[src/rtl/md_stall_ctrl_if.sv]
// Pipeline-side signal bundle for md_stall_ctrl: hazard inputs from D/E, MD start, and stall/freeze outputs.
interface md_stall_ctrl_if #(
    parameter int CNT_W = 4
);
    logic             md_start_e;
    logic             md_op_e;
    logic             md_use_d;
    logic [4:0]       rs_d;
    logic [4:0]       rt_d;
    logic             use_rs_d;
    logic             use_rt_d;
    logic             memread_e;
    logic [4:0]       wreg_e;
    logic             mem_wait;
    logic             stall_data;
    logic             flush_e;
    logic [2:0]       busy;
    logic             hilo_we;
    logic [CNT_W-1:0] md_cnt;
    logic             md_err;

    modport master (
        output md_start_e, md_op_e, md_use_d, rs_d, rt_d, use_rs_d, use_rt_d,
               memread_e, wreg_e, mem_wait,
        input  stall_data, flush_e, busy, hilo_we, md_cnt, md_err
    );

    modport slave (
        input  md_start_e, md_op_e, md_use_d, rs_d, rt_d, use_rs_d, use_rt_d,
               memread_e, wreg_e, mem_wait,
        output stall_data, flush_e, busy, hilo_we, md_cnt, md_err
    );
endinterface

[src/rtl/md_stall_ctrl.sv]
// Stall/freeze scheduler: multiply/divide sequencing plus load-use and HI/LO hazard detection.
// Define MD_OVERLAP_EN to let independent instructions flow while the MD unit runs.
//
// state | meaning
// IDLE  | MD unit free, accepts md_start_e
// MULT  | multiply in progress, md_cnt counting down
// DIV   | divide in progress, md_cnt counting down
// DONE  | result ready, hilo_we asserted for this cycle
module md_stall_ctrl #(
    parameter int MULT_LAT = 5,
    parameter int DIV_LAT  = 10,
    parameter int CNT_W    = 4
) (
    input  logic           clk,
    input  logic           reset_n,
    md_stall_ctrl_if.slave md
);
    typedef enum logic [1:0] {
        IDLE = 2'd0,
        MULT = 2'd1,
        DIV  = 2'd2,
        DONE = 2'd3
    } state_t;

    localparam logic [CNT_W-1:0] MULT_INIT = CNT_W'(MULT_LAT - 1);
    localparam logic [CNT_W-1:0] DIV_INIT  = CNT_W'(DIV_LAT - 1);
    localparam logic [CNT_W-1:0] CNT_ONE   = CNT_W'(1);
    localparam logic [CNT_W-1:0] CNT_ZERO  = '0;

    state_t           state, state_nxt;
    logic [CNT_W-1:0] cnt, cnt_nxt;
    logic             err, err_nxt;
    logic             load_use;
    logic             md_hz;
    logic [1:0]       md_run;

    always_ff @(posedge clk or negedge reset_n) begin
        if (!reset_n) begin
            state <= IDLE;
            cnt   <= CNT_ZERO;
            err   <= 1'b0;
        end else begin
            state <= state_nxt;
            cnt   <= cnt_nxt;
            err   <= err_nxt;
        end
    end

    always_comb begin
        state_nxt = state;
        cnt_nxt   = cnt;
        err_nxt   = err;
        case (state)
            IDLE: begin
                if (md.md_start_e) begin
                    state_nxt = md.md_op_e ? DIV : MULT;
                    cnt_nxt   = md.md_op_e ? DIV_INIT : MULT_INIT;
                end
            end
            MULT, DIV: begin
                if (cnt == CNT_ONE) begin
                    state_nxt = DONE;
                    cnt_nxt   = CNT_ZERO;
                end else begin
                    cnt_nxt = cnt - CNT_ONE;
                end
            end
            DONE: state_nxt = IDLE;
            default: begin
                state_nxt = IDLE;
                cnt_nxt   = CNT_ZERO;
            end
        endcase
        // A start seen outside IDLE is dropped; flag it until reset.
        if (state != IDLE && md.md_start_e)
            err_nxt = 1'b1;
    end

    assign load_use = md.memread_e && (md.wreg_e != 5'd0) &&
                      ((md.use_rs_d && (md.rs_d == md.wreg_e)) ||
                       (md.use_rt_d && (md.rt_d == md.wreg_e)));

    assign md_hz = md.md_use_d && ((state != IDLE) || md.md_start_e);

`ifdef MD_OVERLAP_EN
    assign md_run = 2'b00;
`else
    assign md_run = {state == DIV, state == MULT};
`endif

    assign md.busy       = {md.mem_wait, md_run};
    assign md.stall_data = load_use || md_hz;
    assign md.flush_e    = md.stall_data && (md.busy == 3'b000);
    assign md.hilo_we    = (state == DONE);
    assign md.md_cnt     = cnt;
    assign md.md_err     = err;
endmodule

[src/flat_wrapper.sv]
// flat-port wrapper written by rule: the top's interface ports become plain ports
module md_stall_ctrl_flat 
#(
    parameter int MULT_LAT = 5,
    parameter int DIV_LAT  = 10,
    parameter int CNT_W    = 4
)
  (clk, reset_n, md_md_start_e, md_md_op_e, md_md_use_d, md_rs_d, md_rt_d, md_use_rs_d, md_use_rt_d, md_memread_e, md_wreg_e, md_mem_wait, md_stall_data, md_flush_e, md_busy, md_hilo_we, md_md_cnt, md_md_err);
  md_stall_ctrl_if #(.CNT_W(CNT_W)) md_i ();
  input  logic clk;
  input  logic reset_n;
  input wire logic [$bits(md_i.md_start_e)-1:0] md_md_start_e;
  input wire logic [$bits(md_i.md_op_e)-1:0] md_md_op_e;
  input wire logic [$bits(md_i.md_use_d)-1:0] md_md_use_d;
  input wire logic [$bits(md_i.rs_d)-1:0] md_rs_d;
  input wire logic [$bits(md_i.rt_d)-1:0] md_rt_d;
  input wire logic [$bits(md_i.use_rs_d)-1:0] md_use_rs_d;
  input wire logic [$bits(md_i.use_rt_d)-1:0] md_use_rt_d;
  input wire logic [$bits(md_i.memread_e)-1:0] md_memread_e;
  input wire logic [$bits(md_i.wreg_e)-1:0] md_wreg_e;
  input wire logic [$bits(md_i.mem_wait)-1:0] md_mem_wait;
  output wire logic [$bits(md_i.stall_data)-1:0] md_stall_data;
  output wire logic [$bits(md_i.flush_e)-1:0] md_flush_e;
  output wire logic [$bits(md_i.busy)-1:0] md_busy;
  output wire logic [$bits(md_i.hilo_we)-1:0] md_hilo_we;
  output wire logic [$bits(md_i.md_cnt)-1:0] md_md_cnt;
  output wire logic [$bits(md_i.md_err)-1:0] md_md_err;
  assign md_i.md_start_e = md_md_start_e;
  assign md_i.md_op_e = md_md_op_e;
  assign md_i.md_use_d = md_md_use_d;
  assign md_i.rs_d = md_rs_d;
  assign md_i.rt_d = md_rt_d;
  assign md_i.use_rs_d = md_use_rs_d;
  assign md_i.use_rt_d = md_use_rt_d;
  assign md_i.memread_e = md_memread_e;
  assign md_i.wreg_e = md_wreg_e;
  assign md_i.mem_wait = md_mem_wait;
  assign md_stall_data = md_i.stall_data;
  assign md_flush_e = md_i.flush_e;
  assign md_busy = md_i.busy;
  assign md_hilo_we = md_i.hilo_we;
  assign md_md_cnt = md_i.md_cnt;
  assign md_md_err = md_i.md_err;
  md_stall_ctrl #(.MULT_LAT(MULT_LAT), .DIV_LAT(DIV_LAT), .CNT_W(CNT_W)) u_core (.clk(clk), .reset_n(reset_n), .md(md_i));
endmodule
[config.mk]
export PLATFORM = sky130hd
export DESIGN_NAME = md_stall_ctrl_flat
export DESIGN_NICKNAME = d
export VERILOG_FILES = /design/src/rtl/md_stall_ctrl_if.sv /design/src/rtl/md_stall_ctrl.sv /design/src/flat_wrapper.sv
export SDC_FILE = /design/constraint.sdc
export NUM_CORES = 1
export LEC_CHECK = 0
export ABC_CLOCK_PERIOD_IN_PS = 2200
export CAP_MARGIN = 25
export CORE_AREA = 2 2 40 42
export CTS_BUF_LIST = sky130_fd_sc_hd__clkbuf_2
export CTS_CLUSTER_DIAMETER = 200
export CTS_CLUSTER_SIZE = 16
export DETAILED_ROUTE_END_ITERATION = 10
export DIE_AREA = 0 0 42 44
export DONT_BUFFER_PORTS = 1
export GPL_ROUTABILITY_DRIVEN = 0
export MAX_ROUTING_LAYER = met4
export PLACE_DENSITY = 0.64
export SYNTH_ARGS = -nofsm -noshare
export SYNTH_HDL_FRONTEND = slang
export SYNTH_SLANG_ARGS = --single-unit
export TNS_END_PERCENT = 100
[constraint.sdc]
create_clock -name clk -period 2.2 [get_ports clk]
set_clock_uncertainty 0.1 [all_clocks]
set_input_delay 0.44 -clock clk [delete_from_list [all_inputs] [get_ports clk]]
set_output_delay 0.44 -clock clk [all_outputs]
set_load 0.1 [all_outputs]
# --- Yosys cells after proc, flatten, opt, wreduce, memory -nomap -nowiden ---
# Index checks and enable logic that the tools add are counted.
word_totals:
  regBits: 7
  latch_bits: 0
  mem_bits_rw: 0
  rom_bits: 0
  in_bits: 24
  out_inout_bits: 11
  elab_cells: 38
  mem_count: 0
op_classes:
  add_sub_neg: 1
  mul: 0
  div_mod_pow: 0
  order_cmp: 0
  n_eq_ne: 8
  shifts: 0
  muxes: 8
  bitwise_logic: 0
  n_reduce_logical: 18
ops:
  columns: ["operator", "count"]
  rows:
  - ["$mux 4", 3]
  - ["$eq 5x5->1", 2]
  - ["$pmux 4 s2", 1]
  - ["$logic_and 1x1->1", 7]
  - ["$mux 2", 3]
  - ["$pmux 2 s3", 1]
  - ["$reduce_bool 5->1", 1]
  - ["$eq 2x2->1 const B", 2]
  - ["$eq 4x1->1 const B", 1]
  - ["$reduce_and 2->1", 2]
  - ["$reduce_bool 2->1", 2]
  - ["$sub 4x1->4 const B", 1]
  - ["$logic_not 3->1", 1]
  - ["$logic_or 1x1->1", 3]
  - ["$eq 2x1->1 const B", 1]
  - ["$logic_not 2->1", 1]
  - ["$ne 2x1->1 const B", 1]
  - ["$ne 2x2->1 const B", 1]
  - ["$reduce_or 2->1", 1]

# --- Logic depth before layout (Yosys ltp) ---
logic_depth:
  depth_word: 6
  depth_mapped: 7
  mapped_depth_nobuf: 6

# --- Least setup slack after synthesis ---
# Ideal clock, no wire load.
synth_path:
  kind: "register to output"
  start: "register u_core.state[0]"
  end: "output md_flush_e"
  arrival_ns: 4.038
  required_time_ns: 1.660
  setup_slack_ns: -2.378
  path_stages_with_launch: 5
  path_buffers: 1
  cell_sequence: "dfrtp_1 > inv_1 > ha_1 > buf_2 > o41ai_1"
synth_between:
  elab_chain_len: 5
  word_cells_on_any_way: 8
  cone_classes: "eq/ne: 2; reduce/logical: 6"
synth_lines:
  columns: ["element", "line_no", "text"]
  rows:
  - ["from (decl)", "md_stall_ctrl.sv:30", "state_t state, state_nxt;"]
  - ["from (signal assigned)", "md_stall_ctrl.sv:43", "state <= state_nxt;"]
  - ["$reduce_bool 2->1", "md_stall_ctrl.sv:83", "assign md_hz = md.md_use_d && ((state != IDLE) || md.md_start_e);"]
  - ["$logic_or 1x1->1", "md_stall_ctrl.sv:83", null]
  - ["$logic_and 1x1->1", "md_stall_ctrl.sv:83", null]
  - ["$logic_or 1x1->1", "md_stall_ctrl.sv:92", "assign md.stall_data = load_use || md_hz;"]
  - ["$logic_and 1x1->1 (*)", "md_stall_ctrl.sv:93", "assign md.flush_e = md.stall_data && (md.busy == 3'b000);"]
  - ["to (decl)", "flat_wrapper.sv:23", "output wire logic [$bits(md_i.flush_e)-1:0] md_flush_e;"]
# Every way passes the cells marked *; elsewhere a longest branch is shown, timed or not.

# --- Final worst setup path ---
layout_path:
  start: "input md_wreg_e[3]"
  end: "output md_flush_e"
layout_between:
  elab_chain_len: 6
  word_cells_on_any_way: 10
  cone_classes: "eq/ne: 2; reduce/logical: 8"
layout_lines:
  columns: ["element", "line_no", "text"]
  rows:
  - ["from (decl)", "flat_wrapper.sv:20", "input wire logic [$bits(md_i.wreg_e)-1:0] md_wreg_e;"]
  - ["$eq 5x5->1, on equally long branches", "md_stall_ctrl.sv:80, md_stall_ctrl.sv:81", null]
  - ["$logic_and 1x1->1, on equally long branches", "md_stall_ctrl.sv:80, md_stall_ctrl.sv:81", null]
  - ["$logic_or 1x1->1", "md_stall_ctrl.sv:80", "((md.use_rs_d && (md.rs_d == md.wreg_e)) ||"]
  - ["$logic_and 1x1->1 (*)", "md_stall_ctrl.sv:79", "assign load_use = md.memread_e && (md.wreg_e != 5'd0) &&"]
  - ["$logic_or 1x1->1 (*)", "md_stall_ctrl.sv:92", null]
  - ["$logic_and 1x1->1 (*)", "md_stall_ctrl.sv:93", null]
# Marks and branches as above.

==> impl_metrics.json <==
{
  "status": "completed",
  "worstMarginPinSlew_ns": 0.894,
  "holdWs_ns": 0.222,
  "rsz0062_at_grt": "yes",
  "synth_top_cell_by_area": "dfrtp_1",
  "synthCells": 72,
  "layout.nets": 120,
  "cts-root-buf": "clkbuf_2",
  "grt_pass1_wl_um": 2280,
  "ys_seq_area_share_pct": 26.9,
  "antennaDiodeCount": 0,
  "async_reset_ff_share_pct": 100,
  "dr.pass1.iters": 4,
  "max_stage_delay_ns": 0.29,
  "synth_seq_cells": 7,
  "postSynthAreaPerCell_um2": 9.05,
  "grt-ovfl-total": 0,
  "synth_fp_nets": 103,
  "dp_hpwl_um": 1110,
  "yosysMostFrequentCell": "inv_1",
  "yosysWarnings": 0,
  "syn_area_um2": 652,
  "r2r-start": "u_core.md.md_cnt[0]",
  "drv_slew": 0,
  "yosys.area.top_type_share_pct": 26.9,
  "num_rows": 14,
  "die_w_um": 42,
  "wirelength_um": 1320,
  "path_cells": "xor2_1, nor4_1, a32oi_1, o41ai_4, buf_12",
  "grt_pass1_vias": 581,
  "synth_flop_cell": "dfrtp_1",
  "start_util_pct": 45.9,
  "start_kind": "primary input",
  "synth.distinct_cells": 32,
  "hold_path.class": "primary input to flip-flop",
  "crit_fanout": 3,
  "path_clk_slew_ns": 0.07,
  "cts_buffers": 3,
  "fin_crit_sh_pct": 97.2,
  "synthTopCellsByArea": "dfrtp_1 (27%), ha_1 (13%), xor2_1 (11%)",
  "drc": 0,
  "drive_gt1_share_pct": 31.8,
  "cp_slowest_cell": "nor4_1",
  "end_kind": "primary output",
  "clock_path_buffers": 2,
  "drt_iter0_drc": 3,
  "grt_max_degree": 9,
  "synth_edf_count": 0,
  "crit_type": "primary input to primary output",
  "maxCapViolCount": 0,
  "setup_tns_ns": 0,
  "synth_common_cells": "inv_1 (9), xor2_1 (8), dfrtp_1 (7), ha_1 (7)",
  "crit_required_ns": 1.66,
  "holdCritStartpoint": "md_md_start_e",
  "syn_to_final_growth_pct": 31.9,
  "setup_viol": 0,
  "worstPathArrival_ns": 1.60,
  "vias_per_cell": 5.62,
  "ioPinCount": 35,
  "cts_tree": "done",
  "htreeDepth": 1,
  "io_buffers": 0,
  "grt_usage_pct": 17.1,
  "critPathLaunch": "md_wreg_e[3]",
  "min_period_ns": 2.14,
  "core_area_um2": 1420,
  "fmax_mhz": 468,
  "insertion_delay_ns": 0.24,
  "clock_sink_count": 7,
  "die_area_um2": 1850,
  "wl_per_cell_um": 12.7,
  "die_y_um": 44,
  "slew_headroom_pct": 40.4,
  "antenna_found_initial": 0,
  "vias": 584,
  "hold_viol": 0,
  "ant_nets": 0
}
-- registers in the layout, indices dropped and copies added, names as in the netlist --
signal            flops
u_core.md.md_cnt      4
u_core.md.md_err      1
u_core.state          2
-- worst paths after layout --
kind                            slack [ns]  depth (start not counted)             endpoint
worst max-delay path                  0.06                          5           md_flush_e
worst min register to register        0.45                          1  u_core.md.md_cnt[1]
worst max register to register        0.39                          4  u_core.md.md_cnt[0]
min in group asynchronous             0.43                          1      u_core.state[0]
max in group asynchronous             1.29                          1  u_core.md.md_cnt[0]
worst min-delay path                  0.22                          1     u_core.md.md_err
-- layer usage --
layer	vias up	track usage, %	wire [um]
li1	286	-	-
met1	265	19.1	478
met2	31	27.8	683
met3	2	7.92	150
met4	0	3.87	9
met5	-	-	0
-- worst max-delay path, delay by kind of cell --
family | cells | cell delay (ns)
xor+xnor | 1 | 0.14
compound gates | 2 | 0.51
buf+inv | 1 | 0.22
simple gates | 1 | 0.29
-- placed cells by master, fill, tap and decap left out, types with 2 or more instances in the layout --
master / n
a21oi_1: 4
buf_12: 2
buf_4: 11
clkbuf_2: 4
dfrtp_1: 6
ha_1: 6
inv_1: 7
inv_2: 2
nand2_1: 3
nor2_1: 3
nor4_1: 2
o21ai_0: 3
xnor2_1: 2
xor2_1: 8
-- metrics by stage --
stage / std cells / cell area, um^2 / utilization, % / worst slack [ns]
3_3_place_gp: 99 / 805 / 56.7 / 0.0525
4_1_cts: 104 / 847 / 59.7 / 0.0103
6_report: 104 / 860 / 60.6 / 0.0612
3_5_place_dp: 99 / 805 / 56.7 / 0.0468
5_1_grt: 104 / 860 / 60.6 / -0.00728
2_1_floorplan: 72 / 674 / - / -0.452
-- timing repair --
| action | in CTS | in global routing |
|---|---|---|
| resized for setup | 2 | 4 |
| hold buffers | 1 | 0 |
| setup buffers | 0 | 0 |
| hold endpoints to repair | 7 | 0 |
| pin swaps | 1 | 0 |
| endpoints found under the setup margin | 1 | 5 |
-- cell families (layout without fill, tap and decap cells) --
family | Yosys count | in the layout | share of synthesized area, %
buffers and inverters | 11 | 27 | 7.10
AO/OA/AOI/OAI | 18 | 18 | 19.2
adder cells (fa/ha/maj) | 7 | 7 | 13.4
multiplexers | 3 | 3 | 6.72
flip-flops | 7 | 7 | 26.9
XOR/XNOR | 10 | 10 | 13.4
AND/OR/NAND/NOR | 16 | 16 | 13.2
-- final cells by class --
class / instances / area, um^2
clock buffers: 4 / 20.0
flip-flops and latches: 7 / 176
well taps: 16 / 20.0
inverters: 9 / 33.8
multi-input cells: 54 / 477
fillers: 121 / 559
repair buffers: 14 / 133
Power is not shown: default switching activity piles up to over one toggle a cycle in this logic, so the estimate is an artifact.
